File: src/rtl/sensor_frame_tx.sv
// Frames NUM_CH parallel sensor samples into a byte stream for a UART transmitter:
// SYNC, SEQ, channel bytes (ch0 first, LSB first), CHECKSUM, with a valid/ready handshake.
module sensor_frame_tx #(
   parameter int unsigned NUM_CH        = 3,
   parameter int unsigned CH_WIDTH      = 16,
   parameter logic [7:0]  SYNC_BYTE     = 8'hA5,
   parameter int unsigned PERIOD_CYCLES = 1000000
) (
   input  logic                       clk,
   input  logic                       reset,
   input  logic [NUM_CH*CH_WIDTH-1:0] ch_data,
   input  logic                       enable,
   input  logic                       trigger,
   output logic [7:0]                 tx_data,
   output logic                       tx_valid,
   input  logic                       tx_ready,
   output logic                       busy,
   output logic                       frame_done,
   output logic                       overrun
);
   localparam int unsigned DW = NUM_CH * CH_WIDTH;
   localparam int unsigned NB = DW / 8;
   localparam int unsigned IW = (NB > 1) ? $clog2(NB) : 1;
   localparam logic [IW-1:0] LAST_IDX = IW'(NB - 1);

   typedef enum logic [2:0] {ST_IDLE, ST_SYNC, ST_SEQ, ST_DATA, ST_CSUM} state_t;

   state_t          state_reg, state_next;
   logic [IW-1:0]   idx_reg, idx_next;
   logic [7:0]      csum_reg, csum_next;
   logic [7:0]      seq_reg, seq_next;
   logic [DW-1:0]   snap_reg, snap_next;
   logic            done_reg, done_next;
   logic            overrun_reg, overrun_next;
   logic            tick;
   logic            start_req;
   logic            accept;
   logic [7:0]      snap_bytes [NB];

   // Period timer: counts only while enabled, keeps running during a frame.
   generate
      if (PERIOD_CYCLES > 0) begin : g_timer
         localparam int unsigned TW = (PERIOD_CYCLES > 1) ? $clog2(PERIOD_CYCLES) : 1;
         localparam logic [TW-1:0] TICK_VAL = TW'(PERIOD_CYCLES - 1);
         logic [TW-1:0] timer_reg;

         always_ff @(posedge clk or negedge reset) begin
            if (!reset) begin
               timer_reg <= '0;
            end else if (!enable || (timer_reg == TICK_VAL)) begin
               timer_reg <= '0;
            end else begin
               timer_reg <= timer_reg + TW'(1);
            end
         end

         assign tick = (timer_reg == TICK_VAL);
      end else begin : g_no_timer
         assign tick = 1'b0;
      end
   endgenerate

   for (genvar gi = 0; gi < NB; gi++) begin : g_bytes
      assign snap_bytes[gi] = snap_reg[8*gi +: 8];
   end

   assign start_req  = enable && (trigger || tick);
   assign tx_valid   = (state_reg != ST_IDLE);
   assign busy       = (state_reg != ST_IDLE);
   assign accept     = tx_valid && tx_ready;
   assign frame_done = done_reg;
   assign overrun    = overrun_reg;

   always_ff @(posedge clk or negedge reset) begin
      if (!reset) begin
         state_reg   <= ST_IDLE;
         idx_reg     <= '0;
         csum_reg    <= 8'h00;
         seq_reg     <= 8'h00;
         snap_reg    <= '0;
         done_reg    <= 1'b0;
         overrun_reg <= 1'b0;
      end else begin
         state_reg   <= state_next;
         idx_reg     <= idx_next;
         csum_reg    <= csum_next;
         seq_reg     <= seq_next;
         snap_reg    <= snap_next;
         done_reg    <= done_next;
         overrun_reg <= overrun_next;
      end
   end

   // tx_data is decoded from registered state only, so it holds while stalled.
   always_comb begin
      state_next   = state_reg;
      idx_next     = idx_reg;
      csum_next    = csum_reg;
      seq_next     = seq_reg;
      snap_next    = snap_reg;
      done_next    = 1'b0;
      overrun_next = start_req && (state_reg != ST_IDLE);
      tx_data      = 8'h00;
      case (state_reg)
         ST_IDLE: begin
            if (start_req) begin
               // checksum starts from SEQ so only data bytes are added later
               snap_next  = ch_data;
               csum_next  = seq_reg;
               idx_next   = '0;
               state_next = ST_SYNC;
            end
         end
         ST_SYNC: begin
            tx_data = SYNC_BYTE;
            if (accept) state_next = ST_SEQ;
         end
         ST_SEQ: begin
            tx_data = seq_reg;
            if (accept) state_next = ST_DATA;
         end
         ST_DATA: begin
            tx_data = snap_bytes[idx_reg];
            if (accept) begin
               csum_next = csum_reg + snap_bytes[idx_reg];
               if (idx_reg == LAST_IDX) begin
                  state_next = ST_CSUM;
               end else begin
                  idx_next = idx_reg + IW'(1);
               end
            end
         end
         ST_CSUM: begin
            tx_data = csum_reg;
            if (accept) begin
               state_next = ST_IDLE;
               done_next  = 1'b1;
               seq_next   = seq_reg + 8'd1;
            end
         end
         default: state_next = ST_IDLE;
      endcase
   end

endmodule

File: config.mk
export PLATFORM = sky130hd
export DESIGN_NAME = sensor_frame_tx
export DESIGN_NICKNAME = d
export VERILOG_FILES = /design/src/rtl/sensor_frame_tx.sv
export SDC_FILE = /design/constraint.sdc
export NUM_CORES = 1
export LEC_CHECK = 0
export CORE_MARGIN = 4
export CORE_UTILIZATION = 50
export CTS_CLUSTER_DIAMETER = 30
export DETAILED_ROUTE_END_ITERATION = 6
export MAX_ROUTING_LAYER = met4
export PLACE_DENSITY = 0.87
export SLEW_MARGIN = 10
export SYNTH_ARGS = -nofsm -noshare
export SYNTH_HDL_FRONTEND = slang
export SYNTH_SLANG_ARGS = --single-unit
File: constraint.sdc
create_clock -name clk -period 2.65 [get_ports clk]
set_clock_uncertainty 0.1 [all_clocks]
set_input_delay 0.53 -clock clk [delete_from_list [all_inputs] [get_ports clk]]
set_output_delay 0.53 -clock clk [all_outputs]
set_load 0.01 [all_outputs]
* After elaboration in Yosys (flattened, before gate mapping)
Cells that the tools add are included.
** Word-level totals
- Flip-flop bits (word level) :: 92
- Word-level logic and storage cells :: 62
** Operators by class
- Add/subtract/negate cells :: 4
- Order comparisons :: 1
- Eq/ne operators :: 13
- Muxes and demuxes :: 21
- Bitwise logic cells :: 1
- Reductions and logical operators :: 14
** Operators with widths (number)
- $mux 8 :: 4
- $pmux 8 s4 :: 1
- $mux 3 :: 9
- $bmux 8 s3 :: 1
- $add 20x1->20 const B :: 1
- $eq 20x20->1 const B :: 1
- $mux 20 :: 1
- $pmux 8 s2 :: 1
- $pmux 3 s5 :: 1
- $ne 2x2->1 const B :: 7
- $add 8x1->8 const B :: 1
- $add 8x8->8 :: 1
- $eq 3x2->1 const B :: 2
- $eq 3x3->1 const B :: 2
- $pmux 3 s2 :: 1
- $reduce_and 6->1 :: 1
- $ge 4x4->1 const B :: 1
- $not 3->4 :: 1
- $reduce_and 2->1 :: 2
- $reduce_and 4->1 :: 1
- $add 3x1->3 const B :: 1
- $eq 3x1->1 const B :: 1
- $logic_and 1x1->1 :: 3
- $logic_not 3->1 :: 1
- other kinds (6) :: 8

* Depth between registers and ports, before layout
Gate-level depths: netlist of run 1.
- Depth after elaboration :: 7
- Gate-level depth with buffers :: 12
- Depth with buffers taken out :: 11

* Worst setup path before layout of run 1
Ideal clock, no wire load.
- Path kind :: register to register
- Start :: register idx_reg[0]
- End :: register csum_reg[7]
- Data arrival time :: 2.689 ns
- Path slack :: -0.270 ns
- Stages on the path, launching flop included :: 11
- Path buffers :: 1
- Clock period less this slack :: 2.920 ns
- Cells stage by stage :: dfrtp_1 > buf_2 > mux4_2 > nand2_1 > o21ai_0 > ha_1 > a21oi_1 > o22ai_1 > o41ai_1 > mux2i_1 > o211ai_2
** On the way
- Cells in the longest elaborated chain, start to end :: 7
** RTL lines
- start: declaration :: RTL line 29 : logic [IW-1:0] idx_reg, idx_next;
- start signal: assignment :: RTL line 85 : idx_reg <= idx_next;
- $not 3->4 (implied by the code) :: RTL line 125 : csum_next = csum_reg + snap_bytes[idx_reg];
- $bmux 8 s3 :: RTL line 125
- $mux 8 (implied by the code) (2 in series) :: RTL line 125
- $add 8x8->8 :: RTL line 125
- $mux 8 :: RTL line 124 : if (accept) begin
- $pmux 8 s2 :: RTL line 104 : case (state_reg)
- end signal: assignment :: RTL line 86 : csum_reg <= csum_next;
- end: declaration :: RTL line 30 : logic [7:0] csum_reg, csum_next;
Every way passes these cells. The select of a mux whose other input is x is not followed.
A chain may end at the register's enable or synchronous reset.

* Worst setup path after layout of run 1
- Start :: register idx_reg[0]
- End :: register csum_reg[5]
Same word-level chain as after synthesis.

==> summary.txt, run 1 <==
Outcome
  • Outcome: complete, but fails checks
  • Failing checks: setup timing

Clocking
  • CTS tree: done
  • Root Buffer: clkbuf_8
  • CTS clk-pin slew, worst paths: 0.09 ns
  • # H-tree levels: 3
  • Longest Clk Path Bufs: 2
  • Clock Latency Late Sink: 0.37 ns
  • TritonCTS Buffers: 9
  • CTS sink count: around 90

Routing
  • Via density: slightly below 6
  • Wirelength per Cell: 18.90 microns
  • Detail Route Antenna Nets: 0
  • DR pass1 iterations: 6
  • Final wirelength: ~13000 microns
  • Total number of vias: between 3000 and 4000
  • Residual DRC: 0
  • Drt first-iter violations: 205

Final layout
  • Area Overhead vs Synth: 30.32%
  • Final nets: between 500 and 600
  • Final core utilization: 67.94%
  • Max reg flops: 48
  • # diodes: 0
  • Finished Cell Area: ~6400 sq um
  • Multi-input logic area: 2619 sq um
  • Layout cell share with drive strength beyond 1: 31.66%
  • Register area: 2305 sq um
  • Filler Cell Count: 675

Yosys
  • Number of synthesis warnings: 0
  • Post-synth top flop: dfrtp_1
  • Register area share after synthesis: 47.12%
  • Synthesized cell area: roughly 4900 sq um
  • Synth top area share: 47.12%
  • Synth Net Count: 498
  • Dominant cells by area after synthesis: dfrtp_1, mux2_2, xnor2_1, mux4_2, mux2i_1
  • Post-synth cell types: 56
  • Post-synth EDFFs: 0
  • Post-synth ARST share: 100.0%
  • Yosys reg bits: 92
  • Leading area contributor after synthesis: dfrtp_1
  • Gate Count Post-Synth: 433
  • Mean cell area of the mapped netlist: 11.28 sq um

Worst setup path
  • R2R setup slack: -0.15 ns
  • Worst R2R Start: idx_reg[0]
  • CP startpoint: idx_reg[0]
  • Kind of critical path: flip-flop to flip-flop
  • Crit path capture type: flip-flop
  • R2r worst-path depth: 12
  • Critical Path Sink: csum_reg[5]
  • FF-to-FF End: csum_reg[5]
  • WP data required: roughly 2.8 ns
  • Crit start category: flip-flop
  • Crit Path Max Fanout: 5
  • Crit path DAT: 2.95 ns

Die
  • # IOs: 65
  • Core region area: 9371 sq um
  • Initial Utilization: 52.14%
  • Die Footprint: 11420 sq um
  • Vert. Die Dim: 106.9 microns
  • Placement row count: 35
  • DIE WIDTH: 106.9 microns

Timing
  • Fin crit share: 105.6%
  • Fin. max-slew vios: 0
  • Slew HR: 55.77%
  • Unrepaired setup endpoints after global routing: true
  • Setup tns final: -0.8398 ns
  • Finish-stage setup viols: 10
  • Final hold vios: 0
  • Final min period: 2.800 ns
  • Worst slew pin tran: 0.6548 ns
  • Fmax: 0.3572 GHz
  • Final WS setup: -0.1497 ns

Placement
  • Routability Congestion: 0.9168
  • Port bufs: 64
  • Post-DP HPWL: 8448 microns
  • Cell Area, Placed: 5823 sq um

Worst hold path
  • HP Class: input port to asynchronous set/reset pin

Global route
  • Vias in the first global route: 3835
  • Total GRT Usage: between 20% and 30%
  • GRT overflow: 0
  • First-pass GRT wire length: 19200 microns
  • Largest net degree at the start of global routing: 53
  • Initial antenna violation count: 0

Power
  • Leakage power: 2.768 nW
  • Pwr Density: approximately 1100 nW/um^2
  • VDD IR max: 0.7127 mV

Run
  • Max-Cap Viols: 0
==> routing by layer <==
metal  GRT usage (%)  part of all wire (%)  vias to the layer above
met4           8.767                   3.5                        0
met3           4.275                   6.5                       40
met5               -                     0                        -
li1                -                     -                     1753
met2           35.03                    50                      183
met1           27.85                    41                     1901
==> cell type report <==
type / instances / area share, %
clock inverters: 4 / 0.8646
multi-input cells: 307 / 41.13
flip-flops and latches: 92 / 36.20
inverters: 14 / 0.8253
clock buffers: 12 / 2.437
repair buffers: 108 / 16.01
well taps: 129 / 2.535
==> cell usage in the layout, fill, tap and decap left out, types with 11 or more instances in the layout <==
cell and n:
a21oi_1 11, buf_4 36, clkbuf_8 11, clkdlybuf4s50_1 55, dfrtp_1 90, inv_1 12
mux2_2 40, mux2_4 11, mux2i_1 12, nand2_1 24, nand3_1 17, nor2_1 32
xnor2_1 20
==> cell usage after synthesis (all sizes together) (2+ instances only) <==
cell type,number
mux2,51
and2,3
nand4,7
nand2b,2
nor2,32
a211oi,3
clkbuf,9
nor2b,6
ha,11
nor4,2
dfrtp,92
xnor2,21
nand2,32
a21oi,13
nand3,17
o21ai,21
a22oi,5
o211ai,2
mux2i,15
xor2,7
and3,5
a31oi,4
inv,13
mux4,8
buf,11
nor3,9
nor3b,3
and4,2
or3,3
o22ai,6
o32ai,2
==> what timing repair did <==
item	in CTS	in global routing
setup buffers	9	8
cloned	1	1
pin swaps	22	25
hold buffers	0	0
resized for setup	76	23
endpoints found under the hold margin	0	0
endpoints found under the setup margin	13	17
==> worst min-delay path by stage <==
stage                            start      endpoint  slack [ns]  cells after the start
final                            reset  snap_reg[26]        0.03                      1
after global routing             reset  snap_reg[26]        0.07                      1
after CTS                        reset  snap_reg[26]        0.05                      1
after detailed placement  snap_reg[27]  snap_reg[27]        0.39                      1
after global placement     snap_reg[6]   snap_reg[6]        0.39                      1
after floorplan                  reset   csum_reg[0]        0.13                      0
==> power breakdown <==
| part | leakage (nW) | total [mW] | switching (mW) | internal, mW |
|---|---|---|---|---|
| Combinational | 1.48 | 3.81 | 1.78 | 2.03 |
| Sequential | 1.19 | 2.32 | 0.436 | 1.89 |
| Clock | 0.103 | 1.00 | 0.511 | 0.494 |
==> metrics by stage <==
| step | setup WS (ns) | instances | hold WS (ns) | total power, mW |
|---|---|---|---|---|
| after floorplan | -0.05323 | 433 | 0.1344 | 4.159 |
| after global placement | -0.1642 | 633 | 0.3852 | 5.199 |
| after detailed placement | -0.2616 | 633 | 0.3934 | 5.319 |
| after CTS | -0.1129 | 659 | 0.04724 | 6.777 |
| after global routing | -0.2598 | 666 | 0.06875 | 7.555 |
| final | -0.1497 | 666 | 0.03384 | 7.138 |
==> logic make-up (layout without fill, tap and decap cells) <==
family,after synthesis,in the layout,synth area share (%)
multiplexers,74,74,19.21
XOR/XNOR,28,28,5.019
buffers and inverters,34,138,3.585
AO/OA/AOI/OAI,64,64,8.118
flip-flops,92,92,47.12
AND/OR/NAND/NOR,129,129,13.73
adder cells (fa/ha/maj),12,12,3.227
==> worst max-delay path: stages, from the launching register on <==
cell and delay, ns:
dfrtp_2 0.43, buf_12 0.13, mux4_2 0.54, nand2_2 0.11, o21ai_2 0.09, buf_4 0.16
ha_4 0.22, nand3_1 0.09, o22ai_2 0.08, buf_4 0.14, or3_1 0.31, a31oi_1 0.20
o21ai_1 0.09
Note: power is estimated with default switching activity, not from simulation.
==> run 2: changes to the inputs <==
TNS_END_PERCENT = 100   (was not set)
==> results of run 2 <==
No change in the layout: final DEF, timing and power equal those of run 1.
